===== src/rtl/mapu_out_serializer.sv =====
// mapu_out_serializer: buffers 4-element matrix rows from the APU in a small
// row FIFO and replays each 4x4 matrix as a row-major element stream with
// start/end-of-matrix markers and a per-matrix overflow flag.
module mapu_out_serializer #(
    parameter int DATA_W = 32,
    parameter int DEPTH  = 4
) (
    input  logic              clk,
    input  logic              reset,
    input  logic              i_vld,
    output logic              o_rdy,
    input  logic [DATA_W-1:0] i_r0,
    input  logic [DATA_W-1:0] i_r1,
    input  logic [DATA_W-1:0] i_r2,
    input  logic [DATA_W-1:0] i_r3,
    input  logic              i_of,
    output logic              o_vld,
    input  logic              i_rdy,
    output logic [DATA_W-1:0] o_data,
    output logic              o_sop,
    output logic              o_eop,
    output logic              o_of
);

    localparam int AW = (DEPTH > 1) ? $clog2(DEPTH) : 1;
    localparam logic [AW:0] FULL = (AW+1)'(DEPTH);

    // One buffered row: four elements (column 0 in the low lane) plus its overflow bit.
    typedef struct packed {
        logic [3:0][DATA_W-1:0] el;
        logic                   of;
    } row_t;

    row_t          mem [DEPTH];
    row_t          head;
    logic [AW-1:0] wptr, rptr;
    logic [AW:0]   cnt, cnt_nxt;
    logic [1:0]    col, rrow;
    logic          of_acc;
    logic          rdy_q;
    logic          push, xfer, pop;

    // o_rdy is a register, so accepting a row never depends on i_rdy this cycle.
    assign o_rdy = rdy_q;
    assign push  = i_vld && rdy_q;
    assign o_vld = (cnt != '0);
    assign xfer  = o_vld && i_rdy;
    assign pop   = xfer && (col == 2'd3);
    assign head  = mem[rptr];

    // Element view of the head row; framing comes purely from the read-side counters.
    assign o_data = o_vld ? head.el[col] : '0;
    assign o_sop  = o_vld && (rrow == 2'd0) && (col == 2'd0);
    assign o_eop  = o_vld && (rrow == 2'd3) && (col == 2'd3);
    assign o_of   = o_eop && (of_acc || head.of);

    // Next occupancy: simultaneous push and pop cancel out.
    always_comb begin
        cnt_nxt = cnt;
        if (push && !pop)
            cnt_nxt = cnt + (AW+1)'(1);
        else if (pop && !push)
            cnt_nxt = cnt - (AW+1)'(1);
    end

    // Row storage; contents are don't-care until written, reads are masked by o_vld.
    always_ff @(posedge clk) begin
        if (push)
            mem[wptr] <= '{el: {i_r3, i_r2, i_r1, i_r0}, of: i_of};
    end

    // FIFO pointers, occupancy and the registered ready.
    always_ff @(posedge clk or posedge reset) begin
        if (reset) begin
            wptr  <= '0;
            rptr  <= '0;
            cnt   <= '0;
            rdy_q <= 1'b0;
        end else begin
            if (push)
                wptr <= wptr + AW'(1);
            if (pop)
                rptr <= rptr + AW'(1);
            cnt   <= cnt_nxt;
            rdy_q <= (cnt_nxt < FULL);
        end
    end

    // Column / matrix-row framing and sticky overflow of rows 0..2.
    always_ff @(posedge clk or posedge reset) begin
        if (reset) begin
            col    <= '0;
            rrow   <= '0;
            of_acc <= 1'b0;
        end else if (xfer) begin
            col <= col + 2'd1;
            if (pop) begin
                rrow   <= rrow + 2'd1;
                of_acc <= (rrow == 2'd3) ? 1'b0 : (of_acc || head.of);
            end
        end
    end

endmodule


===== config.mk =====
export PLATFORM = sky130hd
export DESIGN_NAME = mapu_out_serializer
export DESIGN_NICKNAME = d
export VERILOG_FILES = /design/src/rtl/mapu_out_serializer.sv
export SDC_FILE = /design/constraint.sdc
export NUM_CORES = 1
export LEC_CHECK = 0
export CAP_MARGIN = 0
export CORE_UTILIZATION = 52
export DETAILED_ROUTE_END_ITERATION = 8
export GPL_TIMING_DRIVEN = 0
export PLACE_DENSITY = 0.79
export SYNTH_ARGS = -nofsm -noshare
export SYNTH_HDL_FRONTEND = slang
export SYNTH_SLANG_ARGS = --single-unit
export TNS_END_PERCENT = 10

===== constraint.sdc =====
create_clock -name clk -period 4.1 [get_ports clk]
set_input_delay 0.41 -clock clk [delete_from_list [all_inputs] [get_ports clk]]
set_output_delay 0.41 -clock clk [all_outputs]
set_load 0.01 [all_outputs]

==> summary.md <==
| Metric | Value |
|---|---|
| Status | `completed` |
| Unrepaired setup endpoints after global routing | `no` |
| Hold buffer count at CTS | `0` |
| Worst flop-to-flop path startpoint | `wptr[0]$_DFFE_PP0P_` |
| Clk Latency, worst-skew pair | `~560 ps` |
| CP Class | `reg2out` |
| Area Overhead vs Synth | `19.7%` |
| Switching part of the total | `between 30% and 40%` |
| Total core area | `0.0391 mm^2` |
| Reg2reg path depth | `4` |
| Starting Density | `between 50% and 60%` |
| Pint | `0.0121 W` |
| PwrDens | `between 700 and 800 mW/mm^2` |
| Most common cell after layout, fill and taps aside | `edfxtp_1` |
| Vias in the first global route | `roughly 11000` |
| Root buf cell | `clkbuf_16` |
| Post-DP HPWL | `31000 um` |
| Final core utilization | `a little under two thirds` |
| Routed len/inst | `24.9 um` |
| Crit Path Max Fanout | `10` |
| CTS resizes | `0` |
| Clock buffer depth | `3` |
| Worst Skew | `9.41 ps` |
| Period utilization | `between 90% and 100%` |
| Reg2reg setup slack | `roughly 2100 ps` |
| Leakage | `approximately 8.9 nW` |
| # setup viols final | `0` |
| DRT antenna net count | `0` |
| Avg Inst Size Synth | `18.2 um^2` |
| Crit path DAT | `3350 ps` |
| Reg clk slew, reported paths | `about 60 ps` |
| Largest net degree at the start of global routing | `just under 60` |
| Clock Sinks | `between 500 and 600` |
| Die Span Y | `202 um` |
| Clk pwr share | `a little under a quarter` |
| Final hold slack | `~210 ps` |
| Cells along the critical path | `nor2_2, clkbuf_1, a22oi_1, nand3_1, o21ai_1, clkdlybuf4s50_1` |
| Final hold vios | `0` |
| Initial DRC count | `around 1000` |
| Reg-to-reg endpoint | `mem[2][37]$_DFFE_PP_` |
| Mapped Area | `0.0208 mm^2` |
| Relative slew margins | `between 40% and 50%` |
| Max cap viols | `0` |
| Sequential area share after synthesis | `roughly three quarters` |
| Psw | `~0.0061 W` |
| Std cell rows | `between 70 and 80` |
| Slew Limit Fails | `0` |
| Class of the worst hold path | `in2async` |
| Via count | `11300` |
| Crit path time final | `3760 ps` |
| Synthesized instance count | `between 1000 and 1500` |
| Gr usage total | `23.7%` |
| Peak supply drop | `352 uV` |
| First-pass GRT wire length | `approximately 71000 um` |
| H-tree lvl count | `2` |
| Port Buffers | `169` |
| Setup TNS | `0 ps` |
| CP peak stage delay | `a little under 700 ps` |
| Die X | `just over 200 um` |
| Ys Warns | `0` |
| Ports | `170` |
| GRT Residual Overflow | `0` |
| Cells after DPL | `approximately 1800` |
| Flop pwr share | `about two fifths` |
| Final layout net count | `1516` |
| Drt drc | `0` |
| Post-CTS Setup Bufs | `0` |
| Crit. End Element | `output port` |
| Worst EP required | `3690 ps` |
| Post-Syn Nets | `between 1000 and 1500` |
| Die area | `approximately 0.041 mm^2` |
| Synth Register Bits | `529` |
| CTS tree | `done` |
| Iteration count of the initial detailed-routing pass | `5` |
| Most frequent cells in the layout | `516 x edfxtp_1, 256 x mux2i_1, 169 x clkdlybuf4s50_1` |
| Distinct cell type count after synthesis | `32` |
| Initial antenna violation count | `9` |
| Least-Margin Pin Slew | `roughly 800 ps` |
| RD Place Congestion | `0.814` |
| Finished Layout Cells | `~1900` |
| Worst setup SP type | `register` |
| Post-Route WL | `between 40000 and 50000 um` |
| Slowest cell on the critical path | `clkbuf_1` |
| Layout cells sized above 1 | `9.86%` |
| Vias per cell | `roughly 5.9` |
| Num CTS Buffers | `50` |
| Fmax | `0.266 GHz` |
| Logic gate share of total power | `37.1%` |
layout make-up:
class / instances / area, um^2
sequential: 529 / 15800
fill: 2679 / 14200
multi-input combinational: 535 / 4430
timing repair buffer: 177 / 1910
clock buffer: 70 / 1390
tap: 518 / 648
buffer: 63 / 534
clock inverter: 22 / 128
inverter: 14 / 52.6
antenna: 4 / 10.0
critical path: cells and delay by family (launching register included):
kind | cells | cell delay (ps)
DFF | 1 | 490
AOI/OAI and AO/OA | 2 | 320
buffers and inverters | 2 | 1190
and+or+nand+nor | 2 | 760
how the worst max path moves through the flow:
stage	endpoint	start	slack, ps	cells past startpoint
final	o_data[21]	col[0]$_DFFE_PP0P_	340	6
after global routing	o_data[21]	col[0]$_DFFE_PP0P_	280	6
after CTS	o_data[21]	rptr[1]$_DFFE_PP0P_	360	6
after detailed placement	o_data[21]	rptr[1]$_DFFE_PP0P_	970	6
after global placement	mem[2][73]$_DFFE_PP_	i_vld	-2690	2
after floorplan	mem[2][0]$_DFFE_PP_	wptr[0]$_DFFE_PP0P_	-20	3
per-layer routing:
layer  wire length, um  vias up  GRT usage (%)
met3              4300       84           5.35
met1             19100     5719           32.2
met5                64        -              0
met4              1120       10           6.90
met2             23500      489           38.4
li1                  -     5023              -
power by group through the flow:
stage | clock, W | combinational, W | sequential, W
floorplan | 0 | 0.00395 | 0.00736
global placement | 0 | 0.00650 | 0.00748
detailed placement | 0 | 0.00675 | 0.00733
CTS | 0.00432 | 0.00678 | 0.00722
global route | 0.00455 | 0.00716 | 0.00728
finish | 0.00428 | 0.00677 | 0.00722
state kept, by name, summed over array words and instances (netlist names), named ones only:
| signal | flops |
|---|---|
| wptr | 2 |
| o_rdy | 1 |
| rptr | 2 |
| col | 2 |
| cnt | 2 |
| mem | 516 |
| of_acc | 1 |
| rrow | 2 |
cell families (layout without fill, tap and decap cells):
| kind of cell | Yosys count | in the layout | synth area share [%] |
|---|---|---|---|
| AOI/OAI and AO/OA | 173 | 173 | 5.77 |
| buffers and inverters | 77 | 346 | 2.82 |
| DFF | 529 | 529 | 76.0 |
| muxes | 258 | 258 | 12.5 |
| adders and majority gates | 13 | 13 | 0.781 |
| other | 0 | 4 | 0 |
| and+or+nand+nor | 85 | 85 | 1.92 |
| xor gates and xnor gates | 6 | 6 | 0.252 |
cells in the mapped netlist:
master / count / area [um^2]
mux4_2: 1 / 22.5
inv_2: 1 / 3.75
nand2_1: 38 / 143
a21oi_1: 5 / 25.0
and2_1: 2 / 12.5
o21a_1: 1 / 7.51
clkbuf_1: 7 / 26.3
buf_8: 7 / 105
a221oi_1: 1 / 8.76
ha_1: 13 / 163
xnor2_1: 6 / 52.6
nor2_2: 1 / 6.26
buf_12: 4 / 80.1
mux2i_1: 256 / 2560
o21ai_0: 3 / 15.0
dfrtp_1: 13 / 325
nor3b_1: 1 / 7.51
nand3_1: 33 / 165
o211ai_1: 1 / 7.51
a22oi_1: 128 / 961
buf_6: 14 / 158
and3_1: 6 / 37.5
buf_4: 4 / 30.0
buf_2: 27 / 135
a211oi_1: 1 / 7.51
nand2b_2: 1 / 8.76
nor2b_1: 3 / 18.8
o21ai_1: 32 / 160
a22o_1: 1 / 8.76
mux2_2: 1 / 11.3
edfxtp_1: 516 / 15500
inv_1: 13 / 48.8
per-stage QoR:
stage / total power [W] / setup WS [ps] / instance area (um^2)
4_1_cts: 0.0183 / 357 / 24900
5_1_grt: 0.0190 / 284 / 24900
6_report: 0.0183 / 343 / 24900
3_3_place_gp: 0.0140 / -2690 / 23200
3_5_place_dp: 0.0141 / 968 / 23400
2_1_floorplan: 0.0113 / -22.8 / 20800
(Power assumes the default switching activity.)
==> patch: new RTL, config.mk and constraints unchanged <==
Change the parameter `DATA_W` from 32 to 64.
--- a/src/rtl/mapu_out_serializer.sv
+++ b/src/rtl/mapu_out_serializer.sv
@@ -3,5 +3,5 @@
 // start/end-of-matrix markers and a per-matrix overflow flag.
 module mapu_out_serializer #(
-    parameter int DATA_W = 32,
+    parameter int DATA_W = 64,
     parameter int DEPTH  = 4
 ) (
Interface: changed (5 resized); port bits go from 170 to 330. No check against the original RTL was run, so the function may have changed too.
==> patch against the unedited design <==
  * Clock power increased by 120%
  * Wire length up 120%
  * Global-route usage grew 2.6 points
  * Synthesized area increased by 94%
  * Setup slack got worse by 290 ps
  * Cell area increased by 96%
  * Count of clock-buffer cells in the layout grew 60
  * Combinational power grew 96%
  * Sequential share of layout area is 0.23 points higher
  * Power grew 100%
  * Sequential cell count increased by 512
  * Critical endpoint is now o_data[50]
  * Largest power group unchanged
==> patch: results (changes against the unedited design) <==
* Run status: finished clean
* Syn_nets at 2,471 (+92%)
* Layout cells sized above 1 at 0.1018 (+0.003250)
* Post-synth EDFFs at 1,028 (+99%)
* HPWL after DPL at 65,750 µm (+110%)
* Met2 Resource Use GR at 0.4426 (+0.05859)
* Leakage at 0.01733 µW (+95%)
* Clk tree area frac at 0.06898 (+0.008089)
* Via/cell ratio at 5.970 (+1.8%)
* Slew @ Worst Pin at 899.9 ps (+79.45 ps)
* PortBufs at 329 (+95%)
* Met3 usage in global routing at 0.05329 (-0.0002432)
* Initial antenna violation count at 34 (+25)
* Multi-input comb cells at 1,015 (+90%)
* Clock buf count at 130 (+86%)
* Pint at 24,330 µW (+100%)
* Number of non-clock buffers at 472 (+97%)
* Filler cells at 5,066 (+89%)
* Register area share after synthesis at 0.7705 (+0.01060)
* Met3 wire length at 8269 µm (+92%)
* Placed Area at 0.04553 mm² (+95%)
* Num CTS Buffers at 103 (+110%)
* H-Tree Level Count at 3 (+1)
* Synth top area share at 0.7625 (+0.01819)
* Flip-flop count of the largest register after layout at 1,028 (+99%)
* Drt initial violations at 2,510 (+140%)
* Flops & latches, synth at 1,041 (+97%)
* Met1 wire length at 39,980 µm (+110%)
-- patch: cell types whose count changed after synthesis, sizes merged --
cell / change
nand2: +32
a22oi: +128
o21ai: +32
buf: +46
edfxtp: +512
mux2i: +256
clkbuf: +18
nand3: +32
-- patch: final timing paths --
kind	slack [ps]	end
max	50	o_data[50]
min	80	wptr[0]$_DFFE_PP0P_
max reg2reg	1790	flop
min reg2reg	540	wptr[0]$_DFFE_PP0P_
max in group asynchronous	3660	rptr[0]$_DFFE_PP0P_
min in group clk	370	mem[3][19]$_DFFE_PP_
-- patch: kinds of logic (layout without fill, tap and decap cells) --
kind of cell | Yosys count | count (layout) | synth area share
AOI/OAI and AO/OA | 333 | 333 | 0.05736
xor gates and xnor gates | 6 | 6 | 0.001298
adders and majority gates | 13 | 13 | 0.004018
buffers and inverters | 141 | 674 | 0.02275
DFF | 1041 | 1041 | 0.7705
muxes | 514 | 514 | 0.1274
other | 0 | 23 | 0
and+or+nand+nor | 149 | 149 | 0.01666
